$ cat config.mk
export PLATFORM = sky130hd
export DESIGN_NAME = regfile_sb_flat
export DESIGN_NICKNAME = d
export VERILOG_FILES = /design/src/rtl/regfile_sb_if.sv /design/src/rtl/regfile_sb.sv /design/src/flat_wrapper.sv
export SDC_FILE = /design/constraint.sdc
export NUM_CORES = 2
export LEC_CHECK = 0
export CORE_AREA = 2 2 340 426
export CTS_BUF_LIST = sky130_fd_sc_hd__clkbuf_2 sky130_fd_sc_hd__clkbuf_4 sky130_fd_sc_hd__clkbuf_8
export DETAILED_ROUTE_END_ITERATION = 10
export DIE_AREA = 0 0 342 428
export GPL_TIMING_DRIVEN = 0
export PLACE_DENSITY_LB_ADDON = 0.2
export SETUP_SLACK_MARGIN = 0.02
export SLEW_MARGIN = 10
export SYNTH_ARGS = -nofsm -noshare
export SYNTH_HDL_FRONTEND = slang
export SYNTH_SLANG_ARGS = --single-unit
export TNS_END_PERCENT = 20
$ cat constraint.sdc
create_clock -name clk -period 2.75 [get_ports clk]
set_input_delay 0.275 -clock clk [delete_from_list [all_inputs] [get_ports clk]]
set_output_delay 0.275 -clock clk [all_outputs]
set_load 0.01 [all_outputs]
$ cat src/rtl/regfile_sb_if.sv
// rtl/regfile_sb_if.sv - decode-stage bus for the scoreboarded register file
//
// Purpose: groups the read ports, the issue port and the write-back port of
// regfile_sb so decode (master) and the register file (slave) share one bundle.
// Signals:
//   rd_addr   NRD packed read indices, port i at [i*ADDR_W +: ADDR_W]
//   rd_data   NRD packed read values, port i at [i*DATA_W +: DATA_W]
//   rd_busy   per read port: register has an unresolved pending write
//   iss_en    issue request for destination iss_addr
//   iss_addr  destination of the issuing instruction
//   iss_ready issue can be accepted this cycle
//   wr_en     write-back valid
//   wr_addr   write-back destination
//   wr_data   write-back value
//   wb_orphan sticky: write-back seen for a register with no pending write
interface regfile_sb_if #(
  parameter int DATA_W = 32,
  parameter int ADDR_W = 5,
  parameter int NRD    = 2
);
  logic [NRD*ADDR_W-1:0] rd_addr;
  logic [NRD*DATA_W-1:0] rd_data;
  logic [NRD-1:0]        rd_busy;
  logic                  iss_en;
  logic [ADDR_W-1:0]     iss_addr;
  logic                  iss_ready;
  logic                  wr_en;
  logic [ADDR_W-1:0]     wr_addr;
  logic [DATA_W-1:0]     wr_data;
  logic                  wb_orphan;

  modport master (
    output rd_addr, iss_en, iss_addr, wr_en, wr_addr, wr_data,
    input  rd_data, rd_busy, iss_ready, wb_orphan
  );

  modport slave (
    input  rd_addr, iss_en, iss_addr, wr_en, wr_addr, wr_data,
    output rd_data, rd_busy, iss_ready, wb_orphan
  );
endinterface

$ cat src/rtl/regfile_sb.sv
// rtl/regfile_sb.sv - register file with per-register pending-write scoreboard
//
// Purpose: NREG x DATA_W register file with NRD combinational read ports
// (optional write-to-read bypass), one write-back port and a saturating
// pending-write counter per register, so decode can stall on RAW hazards.
// Ports:
//   clk    rising-edge clock
//   reset  asynchronous active-low reset; clears data, counters and wb_orphan
//   bus    regfile_sb_if slave modport (reads, issue, write-back, wb_orphan)
module regfile_sb #(
  parameter int DATA_W = 32,
  parameter int ADDR_W = 5,
  parameter int NRD    = 2,
  parameter int CNT_W  = 2,
  parameter int BYPASS = 1
) (
  input  logic        clk,
  input  logic        reset,
  regfile_sb_if.slave bus
);

  localparam int NREG = 2 ** ADDR_W;
  localparam logic [CNT_W-1:0] CNT_ONE = CNT_W'(1);
  localparam logic [CNT_W-1:0] CNT_MAX = '1;

  logic [DATA_W-1:0]     regs_q [NREG];
  logic [CNT_W-1:0]      cnt_q  [NREG];
  logic [CNT_W-1:0]      cnt_d  [NREG];
  logic                  orphan_q;
  logic                  orphan_d;

  logic                  wr_act;
  logic                  wr_cnt_nz;
  logic                  iss_ready;
  logic                  iss_act;
  logic [NRD*DATA_W-1:0] rd_data;
  logic [NRD-1:0]        rd_busy;

  // Inputs are ignored while reset is held low, including the read bypass,
  // so outputs reflect the cleared state immediately.
  assign wr_act    = reset && bus.wr_en && (bus.wr_addr != '0);
  assign wr_cnt_nz = (cnt_q[bus.wr_addr] != '0);

  // A full counter can still take a new issue when the same register is
  // being retired this cycle: the increment and decrement cancel.
  always_comb begin
    iss_ready = 1'b1;
    if ((bus.iss_addr != '0) && (cnt_q[bus.iss_addr] == CNT_MAX) &&
        !(wr_act && (bus.wr_addr == bus.iss_addr) && wr_cnt_nz)) begin
      iss_ready = 1'b0;
    end
  end

  assign iss_act = reset && bus.iss_en && iss_ready && (bus.iss_addr != '0);

  always_comb begin
    logic [ADDR_W-1:0] a;
    logic              byp;
    rd_data = '0;
    rd_busy = '0;
    a       = '0;
    byp     = 1'b0;
    for (int i = 0; i < NRD; i++) begin
      a   = bus.rd_addr[i*ADDR_W +: ADDR_W];
      byp = (BYPASS != 0) && wr_act && (bus.wr_addr == a);
      if (a != '0) begin
        rd_data[i*DATA_W +: DATA_W] = byp ? bus.wr_data : regs_q[a];
        // Busy clears in the write-back cycle only when forwarding retires
        // the last outstanding write.
        rd_busy[i] = (cnt_q[a] != '0) && !(byp && (cnt_q[a] == CNT_ONE));
      end
    end
  end

  always_comb begin
    logic inc;
    logic dec;
    inc      = 1'b0;
    dec      = 1'b0;
    orphan_d = orphan_q | (wr_act && !wr_cnt_nz);
    for (int r = 0; r < NREG; r++) begin
      inc      = iss_act && (bus.iss_addr == ADDR_W'(r));
      dec      = wr_act && (bus.wr_addr == ADDR_W'(r));
      cnt_d[r] = cnt_q[r];
      if (inc && !dec) begin
        cnt_d[r] = cnt_q[r] + CNT_ONE;
      end else if (dec && !inc && (cnt_q[r] != '0)) begin
        cnt_d[r] = cnt_q[r] - CNT_ONE;
      end
    end
  end

  always_ff @(posedge clk or negedge reset) begin
    if (!reset) begin
      for (int r = 0; r < NREG; r++) begin
        regs_q[r] <= '0;
        cnt_q[r]  <= '0;
      end
      orphan_q <= 1'b0;
    end else begin
      for (int r = 0; r < NREG; r++) begin
        cnt_q[r] <= cnt_d[r];
      end
      if (wr_act) begin
        regs_q[bus.wr_addr] <= bus.wr_data;
      end
      orphan_q <= orphan_d;
    end
  end

  assign bus.rd_data   = rd_data;
  assign bus.rd_busy   = rd_busy;
  assign bus.iss_ready = iss_ready;
  assign bus.wb_orphan = orphan_q;

endmodule

$ cat src/flat_wrapper.sv
// flat-port wrapper written by rule: the top's interface ports become plain ports
module regfile_sb_flat 
#(
  parameter int DATA_W = 32,
  parameter int ADDR_W = 5,
  parameter int NRD    = 2,
  parameter int CNT_W  = 2,
  parameter int BYPASS = 1
)
  (clk, reset, bus_rd_addr, bus_iss_en, bus_iss_addr, bus_wr_en, bus_wr_addr, bus_wr_data, bus_rd_data, bus_rd_busy, bus_iss_ready, bus_wb_orphan);
  regfile_sb_if #(.DATA_W(DATA_W), .ADDR_W(ADDR_W), .NRD(NRD)) bus_i ();
  input  logic clk;
  input  logic reset;
  input wire logic [$bits(bus_i.rd_addr)-1:0] bus_rd_addr;
  input wire logic [$bits(bus_i.iss_en)-1:0] bus_iss_en;
  input wire logic [$bits(bus_i.iss_addr)-1:0] bus_iss_addr;
  input wire logic [$bits(bus_i.wr_en)-1:0] bus_wr_en;
  input wire logic [$bits(bus_i.wr_addr)-1:0] bus_wr_addr;
  input wire logic [$bits(bus_i.wr_data)-1:0] bus_wr_data;
  output wire logic [$bits(bus_i.rd_data)-1:0] bus_rd_data;
  output wire logic [$bits(bus_i.rd_busy)-1:0] bus_rd_busy;
  output wire logic [$bits(bus_i.iss_ready)-1:0] bus_iss_ready;
  output wire logic [$bits(bus_i.wb_orphan)-1:0] bus_wb_orphan;
  assign bus_i.rd_addr = bus_rd_addr;
  assign bus_i.iss_en = bus_iss_en;
  assign bus_i.iss_addr = bus_iss_addr;
  assign bus_i.wr_en = bus_wr_en;
  assign bus_i.wr_addr = bus_wr_addr;
  assign bus_i.wr_data = bus_wr_data;
  assign bus_rd_data = bus_i.rd_data;
  assign bus_rd_busy = bus_i.rd_busy;
  assign bus_iss_ready = bus_i.iss_ready;
  assign bus_wb_orphan = bus_i.wb_orphan;
  regfile_sb #(.DATA_W(DATA_W), .ADDR_W(ADDR_W), .NRD(NRD), .CNT_W(CNT_W), .BYPASS(BYPASS)) u_core (.clk(clk), .reset(reset), .bus(bus_i));
endmodule
---- Word level (Yosys, flattened, before mapping) ----
Cells that the tools add are included.
W data, S select, Z words.
word-level totals
  output and inout bits ................... 68
  flip-flop bits (word level) ............. 1089
  input port bits ......................... 56
  logic and storage cells ................. 617
operators by class
  bitwise operators ....................... 5
  $lt $le $gt $ge ......................... 5
  reductions and logical operators ........ 318
  mux-type cells .......................... 92
  eq/ne operators ......................... 68
  add/subtract/negate cells ............... 64
operators with widths
  cell                   count
  $bwmux W1024           1
  $bmux W32 S5           2
  $mux W32               9
  $logic_and A1 B1 Y1    177
  $demux W32 S5          1
  $eq A5 B5 Y1 const B   32
  $mux W2                72
  $reduce_bool A2 Y1     67
  $eq A5 B4 Y1 const B   16
  $logic_not A1 Y1       68
  $add A2 B1 Y2 const B  32
  $sub A2 B1 Y2 const B  32
  $bmux W2 S5            4
  $eq A5 B3 Y1 const B   8
  $ge A6 B6 Y1 const B   4
  $not A5 Y6             4
  $eq A5 B2 Y1 const B   4
  $reduce_bool A5 Y1     4
  $eq A5 B5 Y1           3
  $eq A5 B1 Y1 const B   2
  $logic_not A5 Y1       2
  $lt A6 B1 Y1 const B   1
  $eq A2 B1 Y1 const B   2
  $mux W1                3
  other kinds (2)        2

---- Logic depth before layout (Yosys ltp) ----
  word-level depth ........................ 17
  depth in mapped cells ................... 14

---- Least setup slack after synthesis ----
Ideal clock, no wire load.
  path kind ............................... input-to-output
  start ................................... input bus_rd_addr[0]
  end ..................................... output bus_rd_data[13]
  arrival ................................. 2543 ps
  slack ................................... -68 ps
  stages on the path ...................... 10
  path through ............................ clkbuf_1 -> buf_2 -> buf_1 -> xor2_1 -> nor4_1 -> nand3_1 -> clkbuf_1 -> clkbuf_1 -> nor2_1 -> a211oi_1
on the way
  longest elaborated chain between the ends .. 6
  elaborated cells between the ends (all ways) .. 9
  those cells by class .................... 1 x eq/ne; 5 x mux; 1 x bitwise; 2 x reduce/logical
ends and longest elaborated chain
  element                                      line                source
  start: declaration                           flat_wrapper.sv:14  input wire logic [$bits(bus_i.rd_addr)-1:0] bus_rd_addr;
  $not A5 Y6 (not written as such)             regfile_sb.sv:67    rd_data[i*DATA_W +: DATA_W] = byp ? bus.wr_data : regs_q[a];
  $bmux W32 S5                                 regfile_sb.sv:67
  $mux W32 (not written as such) (2 in a row)  regfile_sb.sv:67
  $mux W32                                     regfile_sb.sv:67
  $mux W32 *                                   regfile_sb.sv:66    if (a != '0) begin
  end: declaration                             flat_wrapper.sv:20  output wire logic [$bits(bus_i.rd_data)-1:0] bus_rd_data;
Mark *: on every way between the ends. The rest lies on a longest branch, timed or not. The select of a mux whose other input is x is not followed.

---- Final worst setup path ----
  start ................................... input bus_rd_addr[4]
  end ..................................... output bus_rd_data[15]
Same word-level chain as after synthesis.

==> run summary <==
result of the run: finished with violations
violations in the final reports: negative hold slack, max-capacitance violations, max-slew violations, negative setup slack
# Max-Cap Violations: 1
Post-Route Utilization: 50.4%
antenna-violating nets left: 0
total buffers and inverters traversed by the critical path: 4
row count: 155
H-tree depth: 4
area fraction of the dominant cell type after synthesis: 44.8%
latest clock arrival within the worst-skew pair: 0.99 ns
required time reported for the critical path endpoint: 2.48 ns
root cell of the clock tree: clkbuf_8
Worst Setup Slack, final: -0.666 ns
DR iter-0 viols: 6751
all-layer global routing usage: 38.4%
final net count: 5229
Placement Cell Area: 64900 sq um
number of synthesized register bits: 1089
initial antenna violation count: 18
Non-Filler Cell Area, Final: 71800 sq um
highest attainable clock frequency: 293 MHz
start-to-end type of the worst setup path: primary input to output pin
per-cell routed wire length: 39.0 um
async set-or-reset flop fraction in the synthesized netlist: 100%
Worst Path Max Fanout: 10
io pins: 124
total gr overflow: 0
overall die height: 428 um
area delta synth->final: 18.1%
global-route wire length before repair: 384000 um
largest stage delay on the critical path: 0.79 ns
worst slack on hold paths: -0.240 ns
total via count after detailed routing: 49200
pin count of the biggest net entering global routing: 157
Die X: 342 um
Worst Hold Class: primary input to asynchronous set/reset pin
starting density of the core: 42.7%
number of clock buffers inserted by TritonCTS: 180
number of synthesized flops with an enable pin: 0
weighted congestion reported at the end of routability-driven placement: 0.999
leakage power summed over all cells: 32.2 nW
vias in the first global route: 47700
mapped cell area: 60800 sq um
die area: 146000 sq um
Post-DP HPWL: 188000 um
Bufs on Longest Clock Path: 3
max-slew violation count: 11
setup slack after placement: -3.14 ns
count of placed standard cells including taps: 6790
Yosys top cell by area: dfrtp_1
number of search-and-repair iterations in the first detailed-routing pass: 6
Total Power: 45.7 mW
number of library cell types mapped by synthesis: 61
worst reg2reg setup slack: -0.04 ns
hold-fix buffer count after cts: 6
transition at the pin with the smallest max-transition slack: 1.52 ns
Critical Path AT: 3.14 ns
power density relative to cell area: 637 nW/um^2
accumulated negative setup slack: -48.99 ns
Avg Vias per Cell: 6.81
category of the worst setup path capture point: output pin
share of final-layout standard cells stronger than drive strength 1: 43.0%
Synth Net Count: 4832
Max-Slew Margin vs Limit: -1.41%
YS warnings: 0
clock tree from TritonCTS: yes
Setup crit start kind: primary input
Post-synth top flop: dfrtp_1
Mapped Avg Cell Area: 12.7 sq um
part of the Yosys area used for sequential elements: 44.8%
clk sink count: 1089
total routed wirelength: 282000 um
crit path cell chain: clkbuf_2 > buf_4 > buf_2 > a21oi_1 > mux2i_1 > a211oi_2 > dlygate4sd2_1
number of instances in the synthesized netlist: 4776
filler-free cell count of the finished design: 7214
final period demand of the worst path: 3.42 ns
Crit path max-delay family: buffers and inverters
final period utilization: 124%
Max IR drop VDD: 0.000523 V
clock slew at reported path FFs: 0.07 ns
number of setup violations in the final report: 257
cell types with the largest area share after synthesis: dfrtp_1 45%, mux4_2 24%, mux2_2 12%
CP max-delay cell: buf_2
standard cell core area: 142000 sq um
unrepaired setup endpoints after global routing: true
residual DRC count: 0
number of port buffers: 111
Final Hold Viols: 303
worst setup skew after layout: 0.0259 ns
[worst register-to-register path: cells and delay by family (launching register included)]
kind                   cells  cell delay (ns)
AOI/OAI and AO/OA          5             0.83
buffers and inverters      3             0.45
DFF                        1             0.45
and+or+nand+nor            3             0.97
[power breakdown]
| part | switching [mW] | total (mW) | internal, mW |
|---|---|---|---|
| Combinational | 4.76 | 9.59 | 4.83 |
| Clock | 7.36 | 16.4 | 9.04 |
| Sequential | 1.68 | 19.7 | 18.1 |
[state kept, by name, indices dropped and copies added, names as in the netlist]
signal and flops:
u_core.regs_q 1024, u_core.bus.wb_orphan 1, u_core.cnt_q 64
[layout make-up]
| cell class | count | area (sq um) |
|---|---|---|
| Antenna cell | 12 | 30.0 |
| Buffer | 485 | 3010 |
| Clock buffer | 290 | 3600 |
| Clock inverter | 37 | 420 |
| Fill cell | 12500 | 70600 |
| Inverter | 22 | 90.1 |
| Multi-Input combinational cell | 3179 | 32800 |
| Sequential cell | 1089 | 27300 |
| Tap cell | 1884 | 2360 |
| Timing Repair Buffer | 216 | 2150 |
[metal layers]
layer	up-vias	share of wire, %	GRT usage (%)
met1	25700	34	45.1
met2	3798	43	55.3
met3	1257	12	14.8
li1	18400	-	-
met4	14	10	31.8
met5	-	0.028	0
[layout by cell type (no fill, tap or decap), drive strengths merged, types with 4 or more instances in the layout]
cell           instances
nor3b                 15
mux4                 649
nand3                 23
o2111ai               27
clkbuf               651
nor4                  16
nand3b                 6
diode                 12
a211oi               114
dlygate4sd2            5
nor3                  15
a21oi                 89
o32ai                  7
or3                   12
nor2b                 38
inv                   26
mux2                 657
buf                  289
clkdlybuf4s50         39
or3b                   8
a22oi                 14
bufinv                 8
o22ai                  6
nand2b                10
nand2               1099
xor2                   8
nor2                 115
o211ai                 7
and2                  16
xnor2                 21
dfrtp               1089
and3                  13
o21ai                 40
clkinv                19
clkinvlp               6
clkdlybuf4s15          4
or2                    9
mux2i                114
[kinds of logic after synthesis]
logic type	synth area share, %
xor gates and xnor gates	0.418
and+or+nand+nor	9.74
AOI/OAI and AO/OA	3.72
muxes	38.1
DFF	44.8
buffers and inverters	3.21
[cells in the mapped netlist (3+ instances only)]
| library cell | instances |
|---|---|
| nand2_1 | 1099 |
| dfrtp_1 | 1089 |
| mux2_2 | 657 |
| mux4_2 | 649 |
| clkbuf_1 | 384 |
| nor2_1 | 115 |
| a211oi_1 | 114 |
| mux2i_1 | 114 |
| a21oi_1 | 88 |
| buf_1 | 81 |
| nor2b_1 | 38 |
| o21ai_0 | 31 |
| o2111ai_1 | 27 |
| nand3_1 | 23 |
| inv_1 | 21 |
| xnor2_1 | 21 |
| buf_2 | 17 |
| and2_1 | 15 |
| nor3_1 | 15 |
| nor3b_1 | 15 |
| a22oi_1 | 13 |
| and3_1 | 13 |
| nor4_4 | 12 |
| or3_1 | 12 |
| nand2b_1 | 10 |
| o21ai_1 | 9 |
| or3b_2 | 8 |
| xor2_1 | 8 |
| o32ai_1 | 7 |
| or2_2 | 7 |
| nand3b_1 | 6 |
| o211ai_1 | 6 |
| o22ai_1 | 6 |
| a211o_1 | 3 |
| a31oi_1 | 3 |
| nor4_1 | 3 |
| o311ai_0 | 3 |
| o31ai_1 | 3 |
[worst paths after layout]
check / cells after the start / end / start
hold reg to reg: 1 / u_core.regs_q[1005]$_DFFE_PN0P_ / u_core.regs_q[1005]$_DFFE_PN0P_
setup / recovery: 7 / bus_rd_data[15] / bus_rd_addr[4]
max in group asynchronous: 7 / u_core.regs_q[495]$_DFFE_PN0P_ / reset
hold / removal: 4 / u_core.regs_q[92]$_DFFE_PN0P_ / reset
min in group clk: 2 / u_core.regs_q[349]$_DFFE_PN0P_ / bus_wr_data[29]
setup reg to reg: 11 / u_core.cnt_q[12]$_DFFE_PN0P_ / u_core.cnt_q[26]$_DFFE_PN0P_
[what timing repair did]
action	CTS	global route
endpoints found under the setup margin	1012	450
gates resized for setup	788	176
endpoints found under the hold margin	434	303
pin swaps	98	72
cloned	2	0
buffers inserted	58	20
(Power assumes the default switching activity.)
